File: src/rtl/adc_channel_aligner.sv
// rtl/adc_channel_aligner.sv - per-channel ADC sample FIFOs with aligned word output and overflow tracking
module adc_channel_aligner #(
    parameter int NUM_CH      = 2,
    parameter int SAMPLE_W    = 11,
    parameter int DEPTH       = 8,
    parameter int PRIME_LEVEL = 3,
    parameter int DROP_CNT_W  = 16,
    parameter int AUTO_RESYNC = 1
) (
    input  logic                         system_clock,
    input  logic                         resetn,
    input  logic                         enable,
    input  logic                         resync,
    input  logic [NUM_CH-1:0]            in_valid,
    input  logic [NUM_CH*SAMPLE_W-1:0]   in_data,
    output logic                         out_valid,
    input  logic                         out_ready,
    output logic [NUM_CH*SAMPLE_W-1:0]   out_data,
    output logic [NUM_CH-1:0]            overflow,
    input  logic                         clear_flags,
    output logic [DROP_CNT_W-1:0]        drop_count,
    output logic                         aligned
);

    localparam int PTR_W = (DEPTH > 1) ? $clog2(DEPTH) : 1;
    localparam int OCC_W = PTR_W + 1;
    localparam int CNT_W = $clog2(NUM_CH + 1);

    typedef enum logic [1:0] {
        FLUSH  = 2'd0,
        PRIME  = 2'd1,
        STREAM = 2'd2
    } state_t;

    state_t state;
    state_t state_next;

    logic [SAMPLE_W-1:0] mem [NUM_CH][DEPTH];
    logic [PTR_W-1:0]    wr_ptr [NUM_CH];
    logic [PTR_W-1:0]    rd_ptr [NUM_CH];
    logic [OCC_W-1:0]    occ [NUM_CH];

    logic                       all_nonempty;
    logic                       all_primed;
    logic                       pop;
    logic                       abort;
    logic [NUM_CH-1:0]          wr_ok;
    logic [NUM_CH-1:0]          drop;
    logic [CNT_W-1:0]           drop_num;
    logic [DROP_CNT_W:0]        drop_sum;
    logic [NUM_CH*SAMPLE_W-1:0] head_word;

    assign abort   = resync | ~enable;
    assign pop     = (state == STREAM) & all_nonempty & (~out_valid | out_ready);
    assign aligned = (state == STREAM);
    assign drop_sum = {1'b0, drop_count} + (DROP_CNT_W + 1)'(drop_num);

    // Occupancy summaries across channels and the word formed by all FIFO heads (channel 0 in the MSBs)
    always_comb begin
        all_nonempty = 1'b1;
        all_primed   = 1'b1;
        head_word    = '0;
        for (int c = 0; c < NUM_CH; c++) begin
            if (occ[c] == '0) all_nonempty = 1'b0;
            if (occ[c] < OCC_W'(PRIME_LEVEL)) all_primed = 1'b0;
            head_word[(NUM_CH-1-c)*SAMPLE_W +: SAMPLE_W] = mem[c][rd_ptr[c]];
        end
    end

    // Write acceptance: a full FIFO still takes a sample when the same cycle pops it
    always_comb begin
        wr_ok    = '0;
        drop     = '0;
        drop_num = '0;
        for (int c = 0; c < NUM_CH; c++) begin
            if (in_valid[c] && enable && (state != FLUSH)) begin
                if ((occ[c] != OCC_W'(DEPTH)) || pop) begin
                    wr_ok[c] = 1'b1;
                end else begin
                    drop[c]  = 1'b1;
                    drop_num = drop_num + CNT_W'(1);
                end
            end
        end
    end

    // Next-state: external abort beats overflow realignment, which beats normal progress
    always_comb begin
        state_next = state;
        if (abort) begin
            state_next = FLUSH;
        end else if ((AUTO_RESYNC != 0) && (drop != '0)) begin
            state_next = FLUSH;
        end else begin
            case (state)
                FLUSH:   state_next = PRIME;
                PRIME:   if (all_primed) state_next = STREAM;
                STREAM:  state_next = STREAM;
                default: state_next = FLUSH;
            endcase
        end
    end

    // State register
    always_ff @(posedge system_clock or negedge resetn) begin
        if (!resetn) begin
            state <= FLUSH;
        end else begin
            state <= state_next;
        end
    end

    // FIFO pointers and occupancies; the FLUSH cycle empties every channel
    always_ff @(posedge system_clock or negedge resetn) begin
        if (!resetn) begin
            for (int c = 0; c < NUM_CH; c++) begin
                wr_ptr[c] <= '0;
                rd_ptr[c] <= '0;
                occ[c]    <= '0;
            end
        end else if (state == FLUSH) begin
            for (int c = 0; c < NUM_CH; c++) begin
                wr_ptr[c] <= '0;
                rd_ptr[c] <= '0;
                occ[c]    <= '0;
            end
        end else begin
            for (int c = 0; c < NUM_CH; c++) begin
                if (wr_ok[c]) wr_ptr[c] <= wr_ptr[c] + 1'b1;
                if (pop)      rd_ptr[c] <= rd_ptr[c] + 1'b1;
                occ[c] <= occ[c] + OCC_W'(wr_ok[c]) - OCC_W'(pop);
            end
        end
    end

    // Sample storage; contents need no reset since occupancy gates every read
    always_ff @(posedge system_clock) begin
        for (int c = 0; c < NUM_CH; c++) begin
            if (wr_ok[c]) mem[c][wr_ptr[c]] <= in_data[(NUM_CH-1-c)*SAMPLE_W +: SAMPLE_W];
        end
    end

    // Output register: any move into or through FLUSH aborts the held word without a handshake
    always_ff @(posedge system_clock or negedge resetn) begin
        if (!resetn) begin
            out_valid <= 1'b0;
            out_data  <= '0;
        end else if ((state == FLUSH) || (state_next == FLUSH)) begin
            out_valid <= 1'b0;
        end else if (pop) begin
            out_valid <= 1'b1;
            out_data  <= head_word;
        end else if (out_valid && out_ready) begin
            out_valid <= 1'b0;
        end
    end

    // Sticky overflow flags and saturating drop counter; a same-cycle drop beats clear_flags
    always_ff @(posedge system_clock or negedge resetn) begin
        if (!resetn) begin
            overflow   <= '0;
            drop_count <= '0;
        end else if (clear_flags) begin
            overflow   <= drop;
            drop_count <= DROP_CNT_W'(drop_num);
        end else begin
            overflow <= overflow | drop;
            if (drop_sum[DROP_CNT_W]) begin
                drop_count <= '1;
            end else begin
                drop_count <= drop_sum[DROP_CNT_W-1:0];
            end
        end
    end

endmodule
File: config.mk
export PLATFORM = sky130hd
export DESIGN_NAME = adc_channel_aligner
export DESIGN_NICKNAME = d
export VERILOG_FILES = /design/src/rtl/adc_channel_aligner.sv
export SDC_FILE = /design/constraint.sdc
export NUM_CORES = 1
export LEC_CHECK = 0
export BUFFER_PORTS_ARGS = -buffer_cell sky130_fd_sc_hd__clkbuf_2
export CAP_MARGIN = 20
export CORE_ASPECT_RATIO = 1.5
export CORE_MARGIN = 2
export CORE_UTILIZATION = 40
export CTS_CLUSTER_DIAMETER = 40
export DETAILED_ROUTE_END_ITERATION = 10
export HOLD_SLACK_MARGIN = 0.12
export MAX_ROUTING_LAYER = met4
export SYNTH_ARGS = -nofsm -noshare
export SYNTH_HDL_FRONTEND = slang
export SYNTH_SLANG_ARGS = --single-unit
File: constraint.sdc
create_clock -name system_clock -period 9.65 [get_ports system_clock]
set_input_delay 1.4475 -clock system_clock [delete_from_list [all_inputs] [get_ports system_clock]]
set_output_delay 1.4475 -clock system_clock [all_outputs]
set_load 0.005 [all_outputs]
==> flow_summary.yaml <==
sta:
  layout_worst_path_cycle_share_pct: 51.1
  timing.final.ws_setup_ns: 4.72
  slew_headroom_pct: 31.2
  worst_clock_skew_ns: 0.00972
  finalCriticalPeriod_ns: 4.93
  fmaxAchievable_mhz: 203
  report.final.hold_viol_count: 0
  timing_worst_slew_pin_value_ns: 1.02
  setup_tns_ns: 0
  final_max_slew_viol_count: 0
  setup_viol: 0
  rsz0062_at_grt: "no"
clock_network:
  cts_root_buf: "sky130_fd_sc_hd__clkbuf_16"
  post_cts_hold_buffer_count: 0
  worst_skew_pair.late_latency_ns: 0.52
  cts_bufs_inserted: 28
  cts_resized: 0
  clock_sink_total: 239
  post-cts-setup-buffers: 0
  clk_transition_reported_paths_ns: 0.06
  cts-root-to-sink-buffers: 3
  h_tree_lvl_count: 1
  cts_tree: "done"
setup_path:
  startpoint_of_the_worst_slack_reg_to_reg_timing_path: "occ[2]"
  required_ns: 10.07
  worst-r2r-cell-count: 15
  crit_type: "in2reg"
  timing.critical_path.to_type: "register"
  reg2reg_slack_ns: 4.93
  r2r-end: "drop_count[9]"
  path_max_fanout: 16
  critPathLaunchType: "input port"
  worst_ep_arrival_time_ns: 5.36
die:
  die_h_um: 197
  floorplan.core_area_sq_um: 24400
  die-width_um: 133
  start_util_pct: 40.8
  num_rows: 70
  num_io_pins: 72
  die-area_sq_um: 26200
grt:
  total_congestion_overflow: 0
  groute.usage.overall_pct: 16.4
  first_pass_grt_wire_length_mm: 32.2
  grt_start_max_net_pins: 59
  antenna_found_initial: 0
  grt_pass1_vias: 5829
hold_path:
  hold_path.class: "reg2reg"
  whs_endpoint: "overflow[0]"
  worstHoldStart: "overflow[0]"
  worst_hold_path.num_cells: 1
detailed_routing:
  vias: 5367
  post_route_drc_violation_count: 0
  wirelength_met1_mm: 8.12
  detailroute.wirelength.met2_mm: 11.0
  routed_via_density: 5.27
  drt_first_iter_violations: 255
  top_layer_used: "met4"
  wl_met3_um: 978
  detail_route.wirelength_mm: 20.4
  drtAntennaViolNets: 0
  drtPass1Iterations: 4
  routedWlPerCell_um: 20.1
synth:
  syn_inst: 571
  synth_top_family_by_area: "multiplexers"
  yosys.area_share.adder_pct: 3.11
  async_reset_ff_share_pct: 26.4
  synth-compound-area-share_pct: 3.04
  synthXorXnorAreaFrac_pct: 1.32
  yosysWarningCount: 0
  synth_mux_area_share_pct: 15.7
  postSynthAreaPerCell_sq_um: 17.5
  ys_ff_latch: 239
  postSynthNetCount: 624
  sequential_element_share_of_the_synthesized_area_pct: 68.8
  synthesis.area_sq_um: 9970
  synth.distinct_cells: 49
  synth_edf_count: 176
  synthSimpleGateAreaFrac_pct: 5.82
  synth_flop_cell: "sky130_fd_sc_hd__edfxtp_1"
power_and_ir_drop:
  irDropWorstVdd_mv: 0.144
  total_leakage_power_uw: 0.00436
  cellPowerDensity_nw_per_um2: 188
job:
  cap_viol_max_count: 0
place:
  placement.io_buffers: 71
  pre_cts_slack_ns: 4.18
  gpl.final_weighted_congestion: 0.761
  hpwlAfterDp_mm: 13.3
cells_and_area:
  final_common_cell: "sky130_fd_sc_hd__edfxtp_1"
  most-common-layout-cells: "176 x sky130_fd_sc_hd__edfxtp_1, 70 x sky130_fd_sc_hd__clkbuf_2, 63 x sky130_fd_sc_hd__dfrtp_1"
  final_net_count: 724
  areaGrowthSynthToFinish_pct: 18.2
  final_layout_size_suffix_gt1_share_pct: 34.1
status:
  run_status: "complete, no violations"
## final cells by class
cell class | instances | area, sq um
Fill cell | 2069 | 12600
Sequential cell | 239 | 6860
Multi-Input combinational cell | 286 | 2920
Clock buffer | 31 | 733
Timing Repair Buffer | 91 | 546
Tap cell | 324 | 405
Clock inverter | 21 | 225
Inverter | 25 | 93.8
Antenna cell | 1 | 2.50
## cells by family (layout without fill, tap and decap cells)
| family | after synthesis | count (layout) |
|---|---|---|
| DFF | 239 | 239 |
| buffers and inverters | 46 | 168 |
| AOI/OAI and AO/OA | 45 | 45 |
| adders and majority gates | 23 | 23 |
| muxes | 96 | 96 |
| and+or+nand+nor | 107 | 107 |
| xor gates and xnor gates | 15 | 15 |
| other | 0 | 1 |
## report_power, final
part	internal (uW)	switching, uW	total [uW]
Clock	638	423	1060
Combinational	12.6	27.0	39.6
Sequential	1110	3.20	1110
## cell usage after synthesis, drive strengths merged, types with 3 or more instances
library cell / instances / area [sq um]
a211oi: 3 / 22.5
a21o: 4 / 30.0
a21oi: 18 / 90.1
a31oi: 4 / 25.0
and2: 4 / 25.0
and3: 3 / 18.8
and4: 3 / 26.3
buf: 13 / 93.8
clkbuf: 8 / 30.0
dfrtp: 63 / 1580
edfxtp: 176 / 5290
fa: 3 / 60.1
ha: 20 / 250
inv: 25 / 93.8
mux2: 44 / 495
mux2i: 8 / 80.1
mux4: 44 / 991
nand2: 25 / 93.8
nand2b: 7 / 51.3
nand3: 8 / 40.0
nor2: 23 / 86.3
nor2b: 3 / 18.8
nor3: 15 / 80.1
nor3b: 4 / 30.0
nor4: 5 / 61.3
o21ai: 3 / 22.5
xnor2: 9 / 78.8
xor2: 6 / 52.6
## per-stage QoR
step	hold slack (ns)	cells	cell area, sq um	util (%)	total power, uW
final	0.483	1018	11800	48.2	2210
after global routing	0.516	1017	11800	48.2	2290
after CTS	0.486	1016	11800	48.1	2240
after detailed placement	0.471	964	10800	44.2	1170
after global placement	0.472	963	10800	44.1	1170
after floorplan	0.474	571	9970	-	1150
## worst max-delay path by stage
stage / endpoint / from / slack (ns)
2_1_floorplan: drop_count[0] / out_ready / 5.34
3_3_place_gp: drop_count[9] / out_ready / 4.34
3_5_place_dp: drop_count[8] / out_ready / 4.18
4_1_cts: drop_count[9] / out_ready / 4.74
5_1_grt: drop_count[9] / out_ready / 4.34
6_report: drop_count[9] / out_ready / 4.72
## sequential cells by signal, summed over array words and instances (netlist names)
register	count
mem	176
out_data	22
drop_count	16
occ	8
rd_ptr	6
wr_ptr	6
overflow	2
state	2
out_valid	1
## critical path: stages
cell and delay [ns]:
sky130_fd_sc_hd__clkbuf_2 0.10, sky130_fd_sc_hd__nor2b_1 0.10, sky130_fd_sc_hd__nor4_4 0.77, sky130_fd_sc_hd__nor3_2 0.20, sky130_fd_sc_hd__ha_1 0.35, sky130_fd_sc_hd__nand2_1 0.07
sky130_fd_sc_hd__nand2_1 0.09, sky130_fd_sc_hd__ha_1 0.16, sky130_fd_sc_hd__inv_1 0.06, sky130_fd_sc_hd__fa_1 0.42, sky130_fd_sc_hd__nand2b_1 0.27, sky130_fd_sc_hd__nor4_4 0.45
sky130_fd_sc_hd__nand3_1 0.48, sky130_fd_sc_hd__a211oi_1 0.35
## metal layers
metal	track usage [%]	vias up
met5	-	-
met4	4.30	0
met3	2.72	28
met2	29.6	136
met1	18.9	2784
li1	-	2419
Power figures use the tool's default switching activity.
